**src/rtl/apb3_master_if.sv**
```systemverilog
// apb3_master_if: bundles the command stream, response stream and APB3 bus of apb3_master
//   cmd_*   : valid/ready command stream (write flag, address, write data)
//   rsp_*   : valid/ready response stream (read data, slave error, watchdog abort)
//   P*      : APB3 requester signals towards the responder
//   modport master : view of the initiator (apb3_master)
//   modport slave  : view of everything around it (command source, response sink, APB responder)
interface apb3_master_if #(
    parameter int ADDR_WIDTH = 16,
    parameter int DATA_WIDTH = 32
);
    logic                  cmd_valid;
    logic                  cmd_ready;
    logic                  cmd_write;
    logic [ADDR_WIDTH-1:0] cmd_addr;
    logic [DATA_WIDTH-1:0] cmd_wdata;
    logic                  rsp_valid;
    logic                  rsp_ready;
    logic [DATA_WIDTH-1:0] rsp_rdata;
    logic                  rsp_slverr;
    logic                  rsp_timeout;
    logic [ADDR_WIDTH-1:0] PADDR;
    logic                  PSEL;
    logic                  PENABLE;
    logic                  PWRITE;
    logic [DATA_WIDTH-1:0] PWDATA;
    logic                  PREADY;
    logic [DATA_WIDTH-1:0] PRDATA;
    logic                  PSLVERROR;

    modport master (
        input  cmd_valid, cmd_write, cmd_addr, cmd_wdata, rsp_ready, PREADY, PRDATA, PSLVERROR,
        output cmd_ready, rsp_valid, rsp_rdata, rsp_slverr, rsp_timeout,
               PADDR, PSEL, PENABLE, PWRITE, PWDATA
    );

    modport slave (
        output cmd_valid, cmd_write, cmd_addr, cmd_wdata, rsp_ready, PREADY, PRDATA, PSLVERROR,
        input  cmd_ready, rsp_valid, rsp_rdata, rsp_slverr, rsp_timeout,
               PADDR, PSEL, PENABLE, PWRITE, PWDATA
    );
endinterface

```
**src/rtl/apb3_master.sv**
```systemverilog
// apb3_master: single-outstanding APB3 initiator turning a valid/ready command stream into
// SETUP/ACCESS transfers and returning each result on a valid/ready response stream.
//   clk    : sole clock, rising edge
//   resetn : asynchronous, active-low reset
//   bus    : apb3_master_if.master (cmd_* in, rsp_* out, APB3 requester signals)
// Optional watchdog: define APB3_MASTER_TIMEOUT_EN to abort ACCESS after TIMEOUT PREADY-low
// cycles; without it ACCESS waits indefinitely and rsp_timeout is tied low.
module apb3_master #(
    parameter int ADDR_WIDTH = 16,
    parameter int DATA_WIDTH = 32,
    parameter int TIMEOUT    = 255
) (
    input  logic          clk,
    input  logic          resetn,
    apb3_master_if.master bus
);
    localparam logic [1:0] IDLE   = 2'd0;
    localparam logic [1:0] SETUP  = 2'd1;
    localparam logic [1:0] ACCESS = 2'd2;
    localparam logic [1:0] RESP   = 2'd3;

    if (TIMEOUT < 1) begin : g_timeout_check
        $error("apb3_master: TIMEOUT must be at least 1");
    end

    logic [1:0] state;
    logic [1:0] state_n;
    logic       accept;
    logic       done;
    logic       abort;

    // A new command can ride on the response handshake so back-to-back transfers skip IDLE.
    assign bus.cmd_ready = (state == IDLE) || (state == RESP && bus.rsp_ready);
    assign accept        = bus.cmd_valid && bus.cmd_ready;
    assign done          = (state == ACCESS) && bus.PREADY;

    // Bus strobes decode straight from the state register so reset drops them at once.
    assign bus.PSEL      = (state == SETUP) || (state == ACCESS);
    assign bus.PENABLE   = (state == ACCESS);
    assign bus.rsp_valid = (state == RESP);

`ifdef APB3_MASTER_TIMEOUT_EN
    localparam int CW = $clog2(TIMEOUT + 1);

    logic [CW-1:0] wait_cnt;
    logic          timeout_q;

    // The abort fires in the wait cycle that would bring the count to TIMEOUT;
    // a PREADY in that same cycle completes normally instead.
    assign abort           = (state == ACCESS) && !bus.PREADY && (wait_cnt == CW'(TIMEOUT - 1));
    assign bus.rsp_timeout = timeout_q;

    always_ff @(posedge clk or negedge resetn) begin
        if (!resetn) begin
            wait_cnt  <= '0;
            timeout_q <= 1'b0;
        end else begin
            if (state == SETUP)
                wait_cnt <= '0;
            else if (state == ACCESS && !bus.PREADY)
                wait_cnt <= wait_cnt + 1'b1;
            if (done)
                timeout_q <= 1'b0;
            else if (abort)
                timeout_q <= 1'b1;
        end
    end
`else
    assign abort           = 1'b0;
    assign bus.rsp_timeout = 1'b0;
`endif

    always_comb begin
        state_n = (state == IDLE)   ? (accept ? SETUP : IDLE) :
                  (state == SETUP)  ? ACCESS :
                  (state == ACCESS) ? ((done || abort) ? RESP : ACCESS) :
                  accept            ? SETUP :
                  bus.rsp_ready     ? IDLE : RESP;
    end

    always_ff @(posedge clk or negedge resetn) begin
        if (!resetn) begin
            state          <= IDLE;
            bus.PADDR      <= '0;
            bus.PWRITE     <= 1'b0;
            bus.PWDATA     <= '0;
            bus.rsp_rdata  <= '0;
            bus.rsp_slverr <= 1'b0;
        end else begin
            state <= state_n;
            if (accept) begin
                bus.PADDR  <= bus.cmd_addr;
                bus.PWRITE <= bus.cmd_write;
                bus.PWDATA <= bus.cmd_wdata;
            end
            if (done) begin
                bus.rsp_rdata  <= bus.PWRITE ? '0 : bus.PRDATA;
                bus.rsp_slverr <= bus.PSLVERROR;
            end else if (abort) begin
                bus.rsp_rdata  <= '0;
                bus.rsp_slverr <= 1'b1;
            end
        end
    end
endmodule

```
**src/flat_wrapper.sv**
```systemverilog
// flat-port wrapper written by rule: the top's interface ports become plain ports
module apb3_master_flat 
#(
    parameter int ADDR_WIDTH = 16,
    parameter int DATA_WIDTH = 32,
    parameter int TIMEOUT    = 255
)
  (clk, resetn, bus_cmd_valid, bus_cmd_write, bus_cmd_addr, bus_cmd_wdata, bus_rsp_ready, bus_PREADY, bus_PRDATA, bus_PSLVERROR, bus_cmd_ready, bus_rsp_valid, bus_rsp_rdata, bus_rsp_slverr, bus_rsp_timeout, bus_PADDR, bus_PSEL, bus_PENABLE, bus_PWRITE, bus_PWDATA);
  apb3_master_if #(.ADDR_WIDTH(ADDR_WIDTH), .DATA_WIDTH(DATA_WIDTH)) bus_i ();
  input  logic clk;
  input  logic resetn;
  input wire logic [$bits(bus_i.cmd_valid)-1:0] bus_cmd_valid;
  input wire logic [$bits(bus_i.cmd_write)-1:0] bus_cmd_write;
  input wire logic [$bits(bus_i.cmd_addr)-1:0] bus_cmd_addr;
  input wire logic [$bits(bus_i.cmd_wdata)-1:0] bus_cmd_wdata;
  input wire logic [$bits(bus_i.rsp_ready)-1:0] bus_rsp_ready;
  input wire logic [$bits(bus_i.PREADY)-1:0] bus_PREADY;
  input wire logic [$bits(bus_i.PRDATA)-1:0] bus_PRDATA;
  input wire logic [$bits(bus_i.PSLVERROR)-1:0] bus_PSLVERROR;
  output wire logic [$bits(bus_i.cmd_ready)-1:0] bus_cmd_ready;
  output wire logic [$bits(bus_i.rsp_valid)-1:0] bus_rsp_valid;
  output wire logic [$bits(bus_i.rsp_rdata)-1:0] bus_rsp_rdata;
  output wire logic [$bits(bus_i.rsp_slverr)-1:0] bus_rsp_slverr;
  output wire logic [$bits(bus_i.rsp_timeout)-1:0] bus_rsp_timeout;
  output wire logic [$bits(bus_i.PADDR)-1:0] bus_PADDR;
  output wire logic [$bits(bus_i.PSEL)-1:0] bus_PSEL;
  output wire logic [$bits(bus_i.PENABLE)-1:0] bus_PENABLE;
  output wire logic [$bits(bus_i.PWRITE)-1:0] bus_PWRITE;
  output wire logic [$bits(bus_i.PWDATA)-1:0] bus_PWDATA;
  assign bus_i.cmd_valid = bus_cmd_valid;
  assign bus_i.cmd_write = bus_cmd_write;
  assign bus_i.cmd_addr = bus_cmd_addr;
  assign bus_i.cmd_wdata = bus_cmd_wdata;
  assign bus_i.rsp_ready = bus_rsp_ready;
  assign bus_i.PREADY = bus_PREADY;
  assign bus_i.PRDATA = bus_PRDATA;
  assign bus_i.PSLVERROR = bus_PSLVERROR;
  assign bus_cmd_ready = bus_i.cmd_ready;
  assign bus_rsp_valid = bus_i.rsp_valid;
  assign bus_rsp_rdata = bus_i.rsp_rdata;
  assign bus_rsp_slverr = bus_i.rsp_slverr;
  assign bus_rsp_timeout = bus_i.rsp_timeout;
  assign bus_PADDR = bus_i.PADDR;
  assign bus_PSEL = bus_i.PSEL;
  assign bus_PENABLE = bus_i.PENABLE;
  assign bus_PWRITE = bus_i.PWRITE;
  assign bus_PWDATA = bus_i.PWDATA;
  apb3_master #(.ADDR_WIDTH(ADDR_WIDTH), .DATA_WIDTH(DATA_WIDTH), .TIMEOUT(TIMEOUT)) u_core (.clk(clk), .resetn(resetn), .bus(bus_i));
endmodule
```
**config.mk**
```make
export PLATFORM = sky130hd
export DESIGN_NAME = apb3_master_flat
export DESIGN_NICKNAME = d
export VERILOG_FILES = /design/src/rtl/apb3_master_if.sv /design/src/rtl/apb3_master.sv /design/src/flat_wrapper.sv
export SDC_FILE = /design/constraint.sdc
export NUM_CORES = 1
export LEC_CHECK = 0
export CAP_MARGIN = 20
export CORE_MARGIN = 2
export CORE_UTILIZATION = 40
export DETAILED_ROUTE_END_ITERATION = 8
export PLACE_DENSITY = 0.8
export SLEW_MARGIN = 10
export SYNTH_ARGS = -nofsm -noshare
export SYNTH_HDL_FRONTEND = slang
export SYNTH_SLANG_ARGS = --single-unit
```
**constraint.sdc**
```tcl
create_clock -name clk -period 2 [get_ports clk]
set_input_delay 0.2 -clock clk [delete_from_list [all_inputs] [get_ports clk]]
set_output_delay 0.2 -clock clk [all_outputs]
set_load 0.005 [all_outputs]
```
==> results of run 1 <==
[sequential cells by signal, indices dropped and copies added (netlist names)]
signal,cells
u_core.bus.PWRITE,1
u_core.bus.PWDATA,32
u_core.state,2
u_core.bus.rsp_rdata,32
u_core.bus.PADDR,16
u_core.bus.rsp_slverr,1
[Yosys cell counts]
| master | instances |
|---|---|
| sky130_fd_sc_hd__nand2_4 | 1 |
| sky130_fd_sc_hd__nand2b_1 | 32 |
| sky130_fd_sc_hd__nand2_1 | 34 |
| sky130_fd_sc_hd__clkbuf_1 | 8 |
| sky130_fd_sc_hd__buf_6 | 1 |
| sky130_fd_sc_hd__dfrtp_1 | 84 |
| sky130_fd_sc_hd__ha_1 | 4 |
| sky130_fd_sc_hd__buf_2 | 1 |
| sky130_fd_sc_hd__buf_8 | 1 |
| sky130_fd_sc_hd__a2111oi_0 | 1 |
| sky130_fd_sc_hd__nor2b_1 | 1 |
| sky130_fd_sc_hd__conb_1 | 1 |
| sky130_fd_sc_hd__buf_1 | 1 |
| sky130_fd_sc_hd__a21oi_1 | 1 |
| sky130_fd_sc_hd__mux2_4 | 10 |
| sky130_fd_sc_hd__buf_4 | 4 |
| sky130_fd_sc_hd__mux2_2 | 40 |
| sky130_fd_sc_hd__a211o_1 | 1 |
| sky130_fd_sc_hd__inv_1 | 3 |
| sky130_fd_sc_hd__nor3_1 | 1 |
| sky130_fd_sc_hd__o21ai_0 | 34 |
| sky130_fd_sc_hd__a21o_4 | 1 |
[power by group through the flow]
stage / clock network [mW] / logic (mW) / registers [mW]
3_3_place_gp: 0 / 3.78 / 2.97
5_1_grt: 1.38 / 4.17 / 3.09
6_report: 1.25 / 3.82 / 2.97
2_1_floorplan: 0 / 1.51 / 3.05
3_5_place_dp: 0 / 3.86 / 3.01
4_1_cts: 1.30 / 3.88 / 2.98
[worst paths after layout]
kind	start	to	slack, ns	depth (start not counted)
setup / recovery	u_core.state[1]	bus_cmd_ready	0.11	3
hold / removal	resetn	u_core.bus.PWDATA[11]	0.39	3
setup reg to reg	u_core.state[1]	u_core.bus.PADDR[3]	0.24	5
hold reg to reg	u_core.bus.rsp_rdata[16]	u_core.bus.rsp_rdata[16]	0.48	2
max in group asynchronous	resetn	u_core.bus.PWDATA[20]	1.22	3
min in group clk	bus_PRDATA[17]	u_core.bus.rsp_rdata[17]	0.41	3
[worst max-delay path, cell delays in order, from the launching register on]
cell and delay [ns]:
sky130_fd_sc_hd__dfrtp_1 0.43, sky130_fd_sc_hd__ha_1 0.25, sky130_fd_sc_hd__a21o_4 0.24, sky130_fd_sc_hd__clkdlybuf4s50_1 0.44
[repair_timing]
action,CTS,global route
setup buffers,0,0
endpoints found under the hold margin,84,0
setup endpoints to repair,0,1
resized for setup,0,1
hold buffers,1,0
[layout make-up]
cell class                      count  area [sq um]
Fill cell                         652          2770
Tap cell                          105         131.4
Inverter                            3         11.26
Multi-Input combinational cell    162          1217
Clock inverter                      6         71.32
Sequential cell                    84          2102
Clock buffer                       10         137.6
Timing Repair Buffer              178          1817
[cells by family (layout without fill, tap and decap cells)]
| logic type | after synthesis | after routing | share of synthesized area [%] |
|---|---|---|---|
| multiplexers | 50 | 50 | 17.56 |
| AND/OR/NAND/NOR | 69 | 69 | 10.24 |
| buffers and inverters | 19 | 197 | 3.109 |
| adder cells (fa/ha/maj) | 4 | 4 | 1.463 |
| flip-flops | 84 | 84 | 61.45 |
| AO/OA/AOI/OAI | 38 | 38 | 6.071 |
| other | 1 | 1 | 0.1096 |
[routing by layer]
metal | wire (um) | up-vias | part of all wire, %
met5 | 0 | - | 0
met1 | 3261 | 1192 | 39
met2 | 4475 | 82 | 53
li1 | - | 1226 | -
met3 | 463 | 13 | 5.5
met4 | 209 | 0 | 2.5
[metrics by stage]
step	total power, mW	utilization [%]
6_report	8.044	66.45
5_1_grt	8.641	66.45
4_1_cts	8.160	66.42
3_5_place_dp	6.867	63.77
3_3_place_gp	6.753	63.77
2_1_floorplan	4.564	-
==> impl_summary.md, run 1 <==
Floorplanning
The count of pins on the block boundary is 174. The total number of placement rows is 33. For this configuration, the core starts out at a cell density of 41.42%. After floorplanning, the core was sized to cover 8258 sq um. The die is 96.48 um tall. The die is 96.48 um wide.

The die outline area is 9307 sq um.

Power
The relative contribution of the clock network to total power is 15.5%. VDD sags by at most 0.7467 mV. Net switching is 28.85% of the power.

The internal power summed over all cells is 5.724 mW. The share of total power dissipated in sequential elements is 36.9%. The switching power of the nets is 2.321 mW. The total power per unit cell area is 1466 nW/um^2. The reported leakage power is 2.358 nW.

Of the total power, combinational logic draws 47.5%.

Critical path
STA puts the critical path data arrival time at 1.69 ns. The peak fanout along the critical path is 5. Data on the critical path is required at its endpoint by 1.80 ns.

The kind of critical path is reg -> out. The worst setup path is launched from a flop. The nature of the critical path endpoint is an output port.

GRT
The met3 demand-to-capacity share in global routing is 4.577%. The via count of the first global-routing pass was 2692. The global route total overflow is 0. The first global-routing pass estimated 13.00 mm of wire.

For this run, global-route usage on met1 was measured as 21.11%. Entering global routing, the biggest net connects 85 pins. The met2 usage in global routing is 32.58%. For this run, the total global-route usage over all layers was measured as 18.53%. The global routing stage identified its most utilized layer as met2. The initial antenna violation count is 0.

Placed design
Before CTS, the worst setup slack after placement is 0.2233 ns. Input and output buffers added on the ports amount to 172. The sum of net half-perimeters after detailed placement is 6.195 mm. The standard cell area after detailed placement is 5266 sq um.

The congestion estimate from routability-driven global placement came to 0.7183. In this run, placement finished with an instance count of 531.

Drt
Dividing the detail-routed via count by the number of cells gives 4.586. The detailed router placed 2513 vias in this run. The first TritonRoute pass finished after 4 iterations. The average routed wire per standard cell is 15.35 um. The number of remaining DRC errors is 0. The detailed router's first-iteration violation count is 65. The routed design has 8.410 mm of wire. Once detail routing completed, the nets flagged for antenna violations numbered 0.

Yosys
Summing the sequential cell areas from Yosys gives 61.45% of the chip area. Summed over all instances, the cell type with the most area after synthesis is sky130_fd_sc_hd__dfrtp_1. In this run the cell area of the synthesized design comes to 3421 sq um. The post-synthesis cell count is 265.

A synthesized cell averages 12.91 sq um. By area the synthesized netlist is led by sky130_fd_sc_hd__dfrtp_1, sky130_fd_sc_hd__mux2_2, sky130_fd_sc_hd__nand2b_1, sky130_fd_sc_hd__o21ai_0, sky130_fd_sc_hd__mux2_4. Counting every net in the synthesized netlist gives 356.

The proportion of netlist area held by the largest area contributor is 61.45%. The number of synthesized register bits is 84. After synthesis, the netlist uses 22 different library cells.

The number of warnings reported in the yosys synthesis log is 0.

Timing
The worst clock skew is 0.01020 ns. The post-route fraction of the period consumed by the critical path is 94.54%. Setup repair after global routing left no endpoint under its margin.

After routing, the total negative slack on setup checks comes to 0 ns. The worst path meets setup with 0.1092 ns of slack. The max-slew violation count is 0. The final hold violation count is 0. The final critical-path required period is 1.891 ns. Final hold analysis gives a worst-case slack of 0.3915 ns.

The final-report setup violation count is 0. For this run, the top clock speed supported by timing is 528.9 MHz.

Clock network
The clock sink total is 84. The clock tree from TritonCTS is done. Clock-pin slew was measured on the worst setup and hold paths at 0.09 ns. The root buffer selected by CTS is sky130_fd_sc_hd__clkbuf_8. In this run, CTS created clock tree buffers numbering 9. The clock passes through at most 2 buffers.

The H-tree depth reported by CTS is 3. For the worst-skew pair, the clock arrives at the later sink with an insertion delay of 0.34 ns.

Cells and area
In the layout the commonest cells are sky130_fd_sc_hd__clkdlybuf4s50_1, sky130_fd_sc_hd__dfrtp_1, sky130_fd_sc_hd__mux2_2. After the flow finishes, the layout carries non-filler instances totaling 548. Leaving out fill and tap cells, the most frequent cell in the layout is sky130_fd_sc_hd__clkdlybuf4s50_1. Cells with a size suffix above 1 make up 17.16% of the layout. The final instance area is 5488 sq um. The total inserted antenna cells is 0. The total number of nets in the final design is 529.

The relative area change from synthesis to final layout is 60.42%.

Status
The run finished with clean final reports.

Job
Across the run, the number of max-cap violations was 0.

Min path
The worst hold path belongs to the class in -> async.
Power figures use the tool's default switching activity.
==> inputs of run 2 (changes only) <==
Settings changed: CELL_PAD_IN_SITES_DETAIL_PLACEMENT from default to 0, CELL_PAD_IN_SITES_GLOBAL_PLACEMENT from default to 1, CORE_UTILIZATION 40 to 30, PLACE_DENSITY 0.8 to default, PLACE_DENSITY_LB_ADDON from default to 0.1.
==> run 2 against run 1 <==
Against the previous run: non-clock buffer count grew 5; fmax grew 2.6%; utilization shrank 15 points; sequential cell count is the same; highest routed layer unchanged; sequential share of layout area shrank 0.96 points; largest cell class unchanged; final cell count grew 7.3%; critical endpoint is now bus_PENABLE.
==> impl_summary.md, run 2 (same netlist as run 1, synthesis figures left out) <==
Floorplanning
The area of the core region was 10980 sq um (+33%). The overall die height was 110.8 um (+15%). The count of pins on the block boundary was 174 (unchanged). The die outline area is 12270 sq um (+32%). The horizontal extent of the die is 110.8 um (+15%).

The effective utilization at floorplan is 31.15% (-10 points). The total number of placement rows was 38 (+15%).

Timing
The final hold violation count came to 0 (unchanged). The max-slew violation count was 0 (unchanged). The final-report setup violation count is 0 (unchanged).

Setup repair after global routing left no endpoint under its margin. The relative slew slack is 64.64%. The transition at the pin with the smallest max-transition slack is 0.5303 ns.

The post-route fraction of the period consumed by the critical path is 92.18% (-2.4 points). The final critical-path required period is 1.844 ns (-0.04716 ns). The worst clock skew is 0.007552 ns (-0.002651 ns). The setup TNS after final layout is 0 ns (unchanged). The highest achievable clock rate is 542.4 MHz (+2.6%).

Cells and area
The area growth from synthesis to layout is 64.56%. The proportion of layout cells with a drive suffix above 1 is 17.86% (+0.70 points). The post-route core utilization was 51.25% (-15 points). The non-filler instance count after layout was 588 (+7.3%). The total inserted antenna cells is 0 (unchanged). The total number of nets in the final design is 534 (+0.95%). The largest registers in the layout are u_core.bus.PWDATA x32, u_core.bus.rsp_rdata x32, u_core.bus.PADDR x16. The most common cell after layout, fill and taps aside is sky130_fd_sc_hd__clkdlybuf4s50_1. The library cells used most frequently in the layout, excluding fill and tap cells, are sky130_fd_sc_hd__clkdlybuf4s50_1, sky130_fd_sc_hd__dfrtp_1, sky130_fd_sc_hd__mux2_2.

Critical path
Traced cell by cell, the critical path runs through inv_1 -> ha_1 -> clkdlybuf4s50_1. The peak fanout along the critical path is 5 (unchanged). The nature of the critical path endpoint is an output port. The required time of the critical path is 1.80 ns (about the same). STA classifies the critical path startpoint as a flop. The highest cell delay on the worst timing path was 0.54 ns (+0.10 ns).

The setup path with the least slack is of type reg -> out. The arrival time at the worst endpoint is 1.64 ns (-0.05 ns). The cell type of the slowest stage on the worst timing path is sky130_fd_sc_hd__clkdlybuf4s50_1.

Drt
The detailed router's first-iteration violation count is 70 (+7.7%). The routed wire length is 8.607 mm (+2.3%). The number of routed nets with antenna violations is 0 (unchanged). The number of vias in the routed layout is 2535 (+0.88%).

The number of remaining DRC errors is 0 (unchanged). The total iterations of the first detailed-routing run is 4 (unchanged). The detail-routed via count per cell came to 4.311 (-6.0%). The average routed wire per standard cell is 14.64 um (-4.6%).

Power
The maximum ir drop on the vdd rail was 0.6848 mV (-8.3%). The reported leakage power is 2.426 nW (+2.9%). The total power per unit cell area came to 1500 nW/um^2 (+2.3%).

Clock network
The deepest clock path buffer count was 2 (unchanged). The clock sink total is 84 (unchanged). The H-tree depth reported by CTS is 3 (unchanged). The number of CTS-inserted buffers came to 9 (unchanged).

CTS placed an instance of sky130_fd_sc_hd__clkbuf_16 at the clock tree root. The clock-pin transition on the worst setup and hold timing paths is 0.07 ns (-0.02 ns). The clock tree from TritonCTS is done. The latest clock arrival within the worst-skew pair is 0.33 ns (about the same).

Job
The number of maximum-capacitance constraint violations is 0 (unchanged).

GRT
The initial antenna violation count was 0 (unchanged). The global route total overflow came to 0 (unchanged). The overall routing resource usage is 14.32% (-4.2 points). The via count of the first global-routing pass is 2690 (-0.074%).

The pin count of the biggest net entering global routing was 44 (-48%). The wire length of the first global-routing pass was 13.94 mm (+7.2%).

Placed design
The number of instances in the placed design is 570 (+7.3%). The sum of net half-perimeters after detailed placement was 6.317 mm (+2.0%). The routability-driven placement congestion ratio is 0.7320 (+1.9%). The number of buffers inserted by port buffering is 172 (unchanged).

Min path
The min-delay analysis places its worst path in the category in -> async.

Status
The flow ran to the end, and the final reports show no timing, DRC or antenna violations.
[run 2: cell count changes in the layout (fill, tap and decap cells not counted)]
cell	delta
sky130_fd_sc_hd__buf_4	+8
sky130_fd_sc_hd__buf_12	-3
sky130_fd_sc_hd__ha_1	+1
sky130_fd_sc_hd__clkbuf_8	-10
sky130_fd_sc_hd__inv_6	+1
sky130_fd_sc_hd__clkinvlp_4	-1
sky130_fd_sc_hd__clkbuf_16	+9
sky130_fd_sc_hd__clkinv_4	+1
sky130_fd_sc_hd__clkdlybuf4s50_1	-1
sky130_fd_sc_hd__dlymetal6s2s_1	+1
sky130_fd_sc_hd__ha_2	-1
[run 2: layer usage]
layer  part of all wire (%)  wire length (um)  vias to the layer above  global-route usage (%)
met2                     50              4270                       82                   24.34
met4                   0.93                80                        0                   4.750
li1                       -                 -                     1234                       -
met3                    7.0               606                        5                   5.413
met1                     42              3650                     1214                   16.66
met5                      0                 0                        -                       0
[run 2: where the power goes]
part	switching [mW]	internal [mW]
combinational	1.26	2.54
sequential	0.419	2.54
clock	0.694	0.985
total	2.37	6.07
[run 2: timing repair]
action / CTS / global route
hold buffers: 1 / 0
buffers inserted: 0 / 1
endpoints found under the hold margin: 36 / 0
endpoints found under the setup margin: 0 / 1
gates resized for setup: 0 / 1
[run 2: area by class of cell]
| cell class | count | area, sq um |
|---|---|---|
| multi-input combinational | 162 | 1215 |
| clock buffer | 9 | 225.2 |
| timing repair buffer | 183 | 1819 |
| inverter | 3 | 11.26 |
| sequential | 84 | 2102 |
| tap | 140 | 175.2 |
| fill | 1055 | 5354 |
| clock inverter | 7 | 81.33 |
[run 2: metrics by stage]
stage          total power [mW]  hold WS, ns  area [sq um]  worst slack (ns)
5_1_grt                   9.046       0.4384          5629           0.05380
6_report                  8.442       0.3784          5629            0.1564
3_3_place_gp              6.793       0.2123          5303            0.3099
3_5_place_dp              6.849       0.2150          5303            0.2804
4_1_cts                   8.600       0.3961          5619           0.06687
2_1_floorplan             4.564     -0.09559          3421            0.3646
[run 2: worst max-delay path: cells and delay by family (launching register included)]
kind                     cells  cell delay [ns]
adder cells (fa/ha/maj)      1             0.26
flip-flops                   1             0.40
buffers and inverters        2             0.65
[run 2: final timing paths]
path,startpoint,cells past startpoint,slack (ns),end
min in group clk,bus_PRDATA[4],3,0.43,u_core.bus.rsp_rdata[4]
min,resetn,2,0.38,u_core.bus.rsp_rdata[7]
max reg2reg,u_core.state[0],6,0.27,u_core.bus.PWDATA[28]
min reg2reg,u_core.bus.rsp_rdata[23],2,0.48,u_core.bus.rsp_rdata[23]
max,u_core.state[0],3,0.16,bus_PENABLE
max in group asynchronous,resetn,3,0.95,u_core.bus.rsp_rdata[25]
